==> src/rtl/parity_pkg.sv <==
// parity_pkg: shared widths and output-buffer state for the parity receiver
package parity_pkg;
    localparam int DATA_W  = 7;
    localparam int FRAME_W = 8;
    typedef enum logic {EMPTY, FULL} buf_state_t;
endpackage

==> src/rtl/parity_rx_if.sv <==
// parity_rx_if: serial input and output-buffer handshake of the parity receiver
interface parity_rx_if;
    import parity_pkg::*;
    logic              sin;
    logic              sin_valid;
    logic              clr;
    logic              out_ready;
    logic [DATA_W-1:0] data;
    logic              par_err;
    logic              out_valid;
    logic              overrun;
    modport master (output sin, sin_valid, clr, out_ready, input data, par_err, out_valid, overrun);
    modport slave  (input sin, sin_valid, clr, out_ready, output data, par_err, out_valid, overrun);
endinterface

==> src/rtl/parity_deser.sv <==
// parity_deser: LSB-first shift register, bit counter and running XOR for one frame
module parity_deser import parity_pkg::*; #(
    parameter bit ODD_PARITY = 0
) (
    input  logic              clk,
    input  logic              rst_n,
    input  logic              i_sin,
    input  logic              i_sin_valid,
    input  logic              i_clr,
    output logic [DATA_W-1:0] o_data,
    output logic              o_par_err,
    output logic              o_done
);
    logic [DATA_W-1:0] r_shift;
    logic [2:0]        r_cnt;
    logic              r_xor;
    logic              w_accept;
    assign w_accept  = i_sin_valid && !i_clr;
    assign o_done    = w_accept && r_cnt == 3'(FRAME_W - 1);
    assign o_data    = r_shift;
    assign o_par_err = (r_xor ^ i_sin) != ODD_PARITY;
    // the parity bit is never shifted in, so r_shift holds exactly the 7 data bits
    always_ff @(posedge clk or negedge rst_n) begin
        if (!rst_n) begin
            r_shift <= '0;
            r_cnt   <= '0;
            r_xor   <= 1'b0;
        end else if (i_clr) begin
            r_cnt <= '0;
            r_xor <= 1'b0;
        end else if (i_sin_valid) begin
            r_cnt <= r_cnt + 1'b1;
            r_xor <= o_done ? 1'b0 : r_xor ^ i_sin;
            if (!o_done) r_shift <= {i_sin, r_shift[DATA_W-1:1]};
        end
    end
endmodule

==> src/rtl/parity_rx.sv <==
// parity_rx: serial parity-checked frame receiver with a one-entry output buffer
module parity_rx import parity_pkg::*; #(
    parameter bit ODD_PARITY = 0
) (
    input  logic        clk,
    input  logic        rst_n,
    parity_rx_if.slave  bus
);
    logic [DATA_W-1:0] w_data;
    logic              w_par_err;
    logic              w_done;
    logic              w_hs;
    buf_state_t        r_state;
    logic [DATA_W-1:0] r_data;
    logic              r_par_err;
    logic              r_overrun;
    parity_deser #(.ODD_PARITY(ODD_PARITY)) u_deser (
        .clk        (clk),
        .rst_n      (rst_n),
        .i_sin      (bus.sin),
        .i_sin_valid(bus.sin_valid),
        .i_clr      (bus.clr),
        .o_data     (w_data),
        .o_par_err  (w_par_err),
        .o_done     (w_done)
    );
    assign w_hs = r_state == FULL && bus.out_ready;
    // a completing frame may replace the held one only if it is consumed this cycle
    always_ff @(posedge clk or negedge rst_n) begin
        if (!rst_n) begin
            r_state   <= EMPTY;
            r_data    <= '0;
            r_par_err <= 1'b0;
            r_overrun <= 1'b0;
        end else begin
            r_overrun <= w_done && r_state == FULL && !bus.out_ready;
            if (w_done && (r_state == EMPTY || bus.out_ready)) begin
                r_data    <= w_data;
                r_par_err <= w_par_err;
                r_state   <= FULL;
            end else if (w_hs) begin
                r_state <= EMPTY;
            end
        end
    end
    assign bus.data      = r_data;
    assign bus.par_err   = r_par_err;
    assign bus.out_valid = r_state == FULL;
    assign bus.overrun   = r_overrun;
endmodule

==> src/flat_wrapper.sv <==
// flat-port wrapper written by rule: the top's interface ports become plain ports
module parity_rx_flat import parity_pkg::*;
#(
    parameter bit ODD_PARITY = 0
)
  (clk, rst_n, bus_sin, bus_sin_valid, bus_clr, bus_out_ready, bus_data, bus_par_err, bus_out_valid, bus_overrun);
  parity_rx_if bus_i ();
  input  logic clk;
  input  logic rst_n;
  input wire logic [$bits(bus_i.sin)-1:0] bus_sin;
  input wire logic [$bits(bus_i.sin_valid)-1:0] bus_sin_valid;
  input wire logic [$bits(bus_i.clr)-1:0] bus_clr;
  input wire logic [$bits(bus_i.out_ready)-1:0] bus_out_ready;
  output wire logic [$bits(bus_i.data)-1:0] bus_data;
  output wire logic [$bits(bus_i.par_err)-1:0] bus_par_err;
  output wire logic [$bits(bus_i.out_valid)-1:0] bus_out_valid;
  output wire logic [$bits(bus_i.overrun)-1:0] bus_overrun;
  assign bus_i.sin = bus_sin;
  assign bus_i.sin_valid = bus_sin_valid;
  assign bus_i.clr = bus_clr;
  assign bus_i.out_ready = bus_out_ready;
  assign bus_data = bus_i.data;
  assign bus_par_err = bus_i.par_err;
  assign bus_out_valid = bus_i.out_valid;
  assign bus_overrun = bus_i.overrun;
  parity_rx #(.ODD_PARITY(ODD_PARITY)) u_core (.clk(clk), .rst_n(rst_n), .bus(bus_i));
endmodule
==> config.mk <==
export PLATFORM = sky130hd
export DESIGN_NAME = parity_rx_flat
export DESIGN_NICKNAME = d
export VERILOG_FILES = /design/src/rtl/parity_pkg.sv /design/src/rtl/parity_rx_if.sv /design/src/rtl/parity_deser.sv /design/src/rtl/parity_rx.sv /design/src/flat_wrapper.sv
export SDC_FILE = /design/constraint.sdc
export NUM_CORES = 1
export LEC_CHECK = 0
export ABC_AREA = 0
export BUFFER_PORTS_ARGS = -buffer_cell sky130_fd_sc_hd__buf_2
export CAP_MARGIN = 10
export CORE_MARGIN = 4
export CORE_UTILIZATION = 52
export DETAILED_ROUTE_END_ITERATION = 16
export GPL_ROUTABILITY_DRIVEN = 0
export PLACE_DENSITY = 0.75
export SLEW_MARGIN = 10
export SYNTH_ARGS = -nofsm -noshare
export SYNTH_HDL_FRONTEND = slang
export SYNTH_SLANG_ARGS = --single-unit
==> constraint.sdc <==
create_clock -name clk -period 1.8 [get_ports clk]
set_input_delay 0.18 -clock clk [delete_from_list [all_inputs] [get_ports clk]]
set_output_delay 0.18 -clock clk [all_outputs]
set_load 0.01 [all_outputs]
==> results of run 1 <==
[kinds of logic (layout without fill, tap and decap cells)]
family / count (synthesis) / count (layout)
muxes: 17 / 17
adders and majority gates: 2 / 2
buffers and inverters: 2 / 22
xor gates and xnor gates: 2 / 2
and+or+nand+nor: 11 / 11
AOI/OAI and AO/OA: 2 / 2
DFF: 21 / 21
[timing repair]
item	4_1_cts	5_1_grt
hold buffers	1	0
buffers inserted	0	1
setup endpoints to repair	0	7
gates resized for setup	0	0
endpoints found under the hold margin	21	0
[sequential cells by signal (all words and copies together) (netlist names)]
signal and flops:
u_core.bus.data 7, u_core.u_deser.o_data 7, u_core.u_deser.r_cnt 3, u_core.bus.out_valid 1, u_core.bus.overrun 1, u_core.bus.par_err 1, u_core.u_deser.r_xor 1
[layer usage]
layer	GRT usage [%]	vias up	routed length, um
li1	-	236	-
met5	0	-	0
met3	2.71	4	43
met1	15.3	245	584
met2	18.7	13	657
met4	6.91	0	34
[synthesized netlist by cell type]
| cell | instances | area [um2] |
|---|---|---|
| buf_4 | 1 | 7.51 |
| dfrtp_1 | 21 | 526 |
| mux2i_1 | 2 | 20.0 |
| nor2_1 | 5 | 18.8 |
| nor3b_4 | 1 | 18.8 |
| mux2_2 | 7 | 78.8 |
| nand3b_4 | 1 | 20.0 |
| ha_1 | 2 | 25.0 |
| xor2_1 | 1 | 8.76 |
| nand2b_1 | 1 | 6.26 |
| a21oi_1 | 1 | 5.00 |
| nor4bb_1 | 1 | 10.0 |
| o21ai_0 | 1 | 5.00 |
| xnor2_1 | 1 | 8.76 |
| nor2b_2 | 1 | 8.76 |
| mux2_4 | 8 | 120 |
| buf_6 | 1 | 11.3 |
| nand2_1 | 1 | 3.75 |
[power groups by stage]
stage / sequential [mW] / combinational, mW / clock, mW
6_report: 0.582 / 0.111 / 0.221
5_1_grt: 0.595 / 0.122 / 0.247
4_1_cts: 0.583 / 0.112 / 0.233
3_5_place_dp: 0.594 / 0.110 / 0
3_3_place_gp: 0.590 / 0.104 / 0
2_1_floorplan: 0.579 / 0.0831 / 0
[metrics by stage]
| step | worst slack (ns) | instances |
|---|---|---|
| final | 0.0851 | 93 |
| after global routing | 0.0251 | 93 |
| after CTS | 0.0405 | 92 |
| after detailed placement | 0.0677 | 87 |
| after global placement | 0.0991 | 87 |
| after floorplan | 0.173 | 57 |
[worst max-delay path by stage]
| stage | end | slack, ns | from | depth (start not counted) |
|---|---|---|---|---|
| final | u_core.u_deser.o_data[2] | 0.09 | u_core.u_deser.r_cnt[0] | 5 |
| after global routing | u_core.u_deser.o_data[1] | 0.03 | u_core.u_deser.r_cnt[0] | 5 |
| after CTS | u_core.u_deser.o_data[2] | 0.04 | u_core.u_deser.r_cnt[0] | 4 |
| after detailed placement | u_core.u_deser.o_data[2] | 0.07 | u_core.u_deser.r_cnt[0] | 4 |
| after global placement | u_core.u_deser.o_data[5] | 0.1 | u_core.u_deser.r_cnt[0] | 4 |
| after floorplan | u_core.u_deser.o_data[6] | 0.17 | u_core.u_deser.r_cnt[0] | 4 |
[cell type report]
type | instances | area (um2) | share of cell area [%]
Tap cell | 16 | 20.0 | 1.92
Multi-Input combinational cell | 34 | 358 | 34.3
Timing Repair Buffer | 18 | 113 | 10.8
Clock buffer | 4 | 26.3 | 2.52
Sequential cell | 21 | 526 | 50.4
==> metrics.txt, run 1 <==
CP Data Arrival Time 1.90 ns; synth-to-layout area growth 15.5%; XOR/XNOR share of the synthesized area 1.94%; first-pass GRT wire length 2.21 mm; RR Startpoint u_core.u_deser.r_cnt[0]; hold path depth 2; max-cap viol count 0; sequential share of power 63.7%; Avg Cell Area, Syn 15.8 um2; H-Tree Depth 1; vias per std cell 5.35; worst-case clock buffer depth 2; initial antenna violation count 0; vias in the first global route 478; Final Power 913 uW; Nets 86; number of fill cells 116; GRT Residual Overflow 0; Combinational Power Share 12.1%; CP max FO 7; maximum number of pins on one net before global-route repair 22; total die area 2470 um2; Seq cells post-synth 21; mux cell area share after synthesis 24.3%; worst-case hold path end point u_core.u_deser.r_cnt[0]; worst-margin pin slew 0.450 ns; Critical Path Sink Type flop; CP Cell Sequence ha_1, ha_1, nor3b_4, buf_4, mux2_2; R2R Setup Slk 0.09 ns; Clock Pin Slew Worst Setup and Hold Paths 0.11 ns; CTS tree done; die width 49.7 um; Seq/Total Area, Yosys 58.3%; Clock Sinks 21; status finished, final reports clean; hold violation count in the final report 0; clock buffer count from CTS 3; FF-to-FF End u_core.u_deser.o_data[2]; P_int 694 uW; Post-DP Area 998 um2; Clock Latency Late Sink 0.30 ns; GRT Util Overall 12.1%; Syn Inst Count 57; total net switching power 220 uW; f_max 583 MHz; DR WL/cell 14.2 um; hold path start bus_clr; complex-gate fraction of the synthesized area 1.11%; leak pwr 0.555 nW; Core Area 1580 um2; routed wire length 1.32 mm; kind of critical path reg -> reg; Final Slew Violations 0; Max rail drop VDD 611 uV; DR iter-0 viols 2; DRC errors left 0; post-synthesis simple-gate area fraction 9.57%; Switching Share 24.0%; DP HPWL 976 um; Buf+Inv Stages, Crit Path 1; max incr delay on CP 0.41 ns; Worst EP required 1.99 ns; fin crit period 1.71 ns; most frequent CP cell ha_1; routed via count 498; Root Driver clkbuf_4; Top Ports 16; Routed Antenna Nets 0; Power Density 876 nW/um2; Final Cell Area 1040 um2; Critical Path Start Type flop; final period utilization 95.3%; antenna fix cells 0; RSZ-0062 raised after global routing false; Mapped Area 902 um2; Site Rows 14; First-pass DRT Iterations 4; Rel. slew slack 70.0%; Starting Density 57.2%; setup violators final 0; IO Port Bufs 15; Worst path top cell family by delay adder cells; chip height 49.7 um; commonest non-fill, non-tap cell in the layout dfrtp_1; commonest non-fill, non-tap cells in the layout 21 x dfrtp_1, 15 x buf_2, 8 x mux2_4, 7 x mux2_2, 5 x nor2_1; Adder-Cell Fraction of Synth Area 2.77%; fin util 66.1%; worst hold slack 0.125 ns; synthesized net count 65; reg2reg path depth 5; hold crit path type in -> reg; main combinational cell family by area after synthesis multiplexers; Setup TNS Final 0 ns; cell at the slowest stage of the critical path dfrtp_1; Unique masters post-synth 18; share of layout cells above drive strength 1 49.4%; Clock Skew 0.00581 ns; Clk network pwr share 24.2%; synth warn 0
Power figures use the tool's default switching activity.
==> run 2, diff against run 1 <==
PLACE_DENSITY = 0.78   (was 0.75)
==> run 2 against run 1 <==
Compared with the run above: die area stayed put; sequential share of layout area grew 0.18 points; flip-flop and latch count stayed put; critical path depth fell by 1; first-iteration DRC count did not move; largest power group unchanged; clock skew decreased by 0.0040 ns.
==> metrics.txt, run 2 (same netlist as run 1, synthesis figures left out) <==
status finished, final reports clean; Rel. slew slack 70.2%; post-CTS setup buffers 0; Inst Count DP 87; Routed Antenna Nets 0; Clock Sinks 21; commonest non-fill, non-tap cells in the layout 21 x dfrtp_1, 15 x buf_2, 8 x mux2_4, 7 x mux2_2, 5 x nor2_1; initial antenna violation count 0; CP max FO 7; Starting Density 57.2%; synth-to-layout area growth 15.1%; number of fill cells 123; Final Slew Violations 0; chip height 49.7 um; GRT Residual Overflow 0; Core Area 1580 um2; fin crit period 1.70 ns; antenna fix cells 0; Multi-input gate area 360 um2; share of layout cells above drive strength 1 51.3%; Max rail drop VDD 474 uV; maximum number of pins on one net before global-route repair 22; hold path depth 2; Critical Path Start Type flop; commonest non-fill, non-tap cell in the layout dfrtp_1; Clock Latency Late Sink 0.29 ns; kind of critical path reg -> reg; First-pass DRT Iterations 4; hold violation count in the final report 0; setup violators final 0; Root Driver clkbuf_4; Clock Skew 0.00181 ns; CTS tree done; Reg area 526 um2; Non-Filler Instances 92; routed wire length 1.32 mm; hold crit path type in -> reg; worst-case clock buffer depth 2; vias in the first global route 558; Critical Path Sink Type flop; Site Rows 14; vias per std cell 5.32; Worst EP required 1.99 ns; routed via count 489; RSZ-0062 raised after global routing false; f_max 589 MHz; Top Ports 16; Nets 85; CP Data Arrival Time 1.89 ns; clock buffer count from CTS 3; reg2reg path depth 4; Setup TNS Final 0 ns; IO Port Bufs 15; DP HPWL 967 um; Clock Pin Slew Worst Setup and Hold Paths 0.11 ns; H-Tree Depth 1; total die area 2470 um2; DR WL/cell 14.4 um; max-cap viol count 0; GRT Util Overall 12.8%; DR iter-0 viols 2; worst-margin pin slew 0.446 ns; Power Density 880 nW/um2; DRC errors left 0; final period utilization 94.3%; leak pwr 0.550 nW; first-pass GRT wire length 2.41 mm; die width 49.7 um
## run 2: cell count changes in the layout (fill, tap and decap cells not counted), sizes merged
cell and change:
clkbuf -1, buf -1, clkinv +1
## run 2: layout make-up
type,instances,share of cell area [%]
Clock buffer,3,2.17
Clock inverter,1,0.482
Multi-Input combinational cell,34,34.7
Sequential cell,21,50.6
Tap cell,16,1.93
Timing Repair Buffer,17,10.1
## run 2: through the flow
stage               utilization, %  hold WS (ns)  setup slack [ns]  power [mW]  cell area, um2
finish                        65.9         0.132             0.103       0.914            1040
global route                  65.9         0.124            0.0480       0.972            1040
CTS                           65.7         0.122            0.0577       0.931            1040
detailed placement            63.3         0.156            0.0712       0.707             998
global placement              63.3         0.151             0.108       0.694             998
floorplan                        -        -0.116             0.173       0.662             902
## run 2: report_power, final
group	switching [mW]	total [mW]	internal, mW	leakage (nW)
Combinational	0.0438	0.113	0.0689	0.255
Sequential	0.0468	0.584	0.538	0.277
Clock	0.134	0.217	0.0827	0.0177
## run 2: what timing repair did
action / 4_1_cts / 5_1_grt
endpoints found under the hold margin: 21 / 0
endpoints found under the setup margin: 0 / 1
gates resized for setup: 0 / 1
hold buffers: 1 / 0
## run 2: worst max-delay path: stages, from the launching register on
cell     delay (ns)
dfrtp_1        0.41
ha_1           0.20
ha_2           0.21
nor3b_4        0.37
mux2_2         0.39
## run 2: per-layer routing
| metal | GRT usage [%] | wire length (um) | up-vias |
|---|---|---|---|
| li1 | - | - | 235 |
| met1 | 14.8 | 610 | 239 |
| met2 | 21.6 | 634 | 13 |
| met3 | 3.01 | 63 | 2 |
| met4 | 6.91 | 12 | 0 |
| met5 | 0 | 0 | - |
## run 2: worst paths after layout
path | slack [ns] | end | startpoint
hold / removal | 0.13 | u_core.u_deser.r_cnt[0] | bus_clr
setup / recovery | 0.10 | u_core.u_deser.o_data[1] | u_core.u_deser.r_cnt[0]
setup reg to reg | 0.10 | u_core.u_deser.o_data[1] | u_core.u_deser.r_cnt[0]
hold reg to reg | 0.52 | u_core.bus.data[0] | u_core.bus.data[0]
max in group asynchronous | 1.14 | u_core.u_deser.o_data[4] | rst_n
min in group asynchronous | 0.36 | u_core.bus.overrun | rst_n
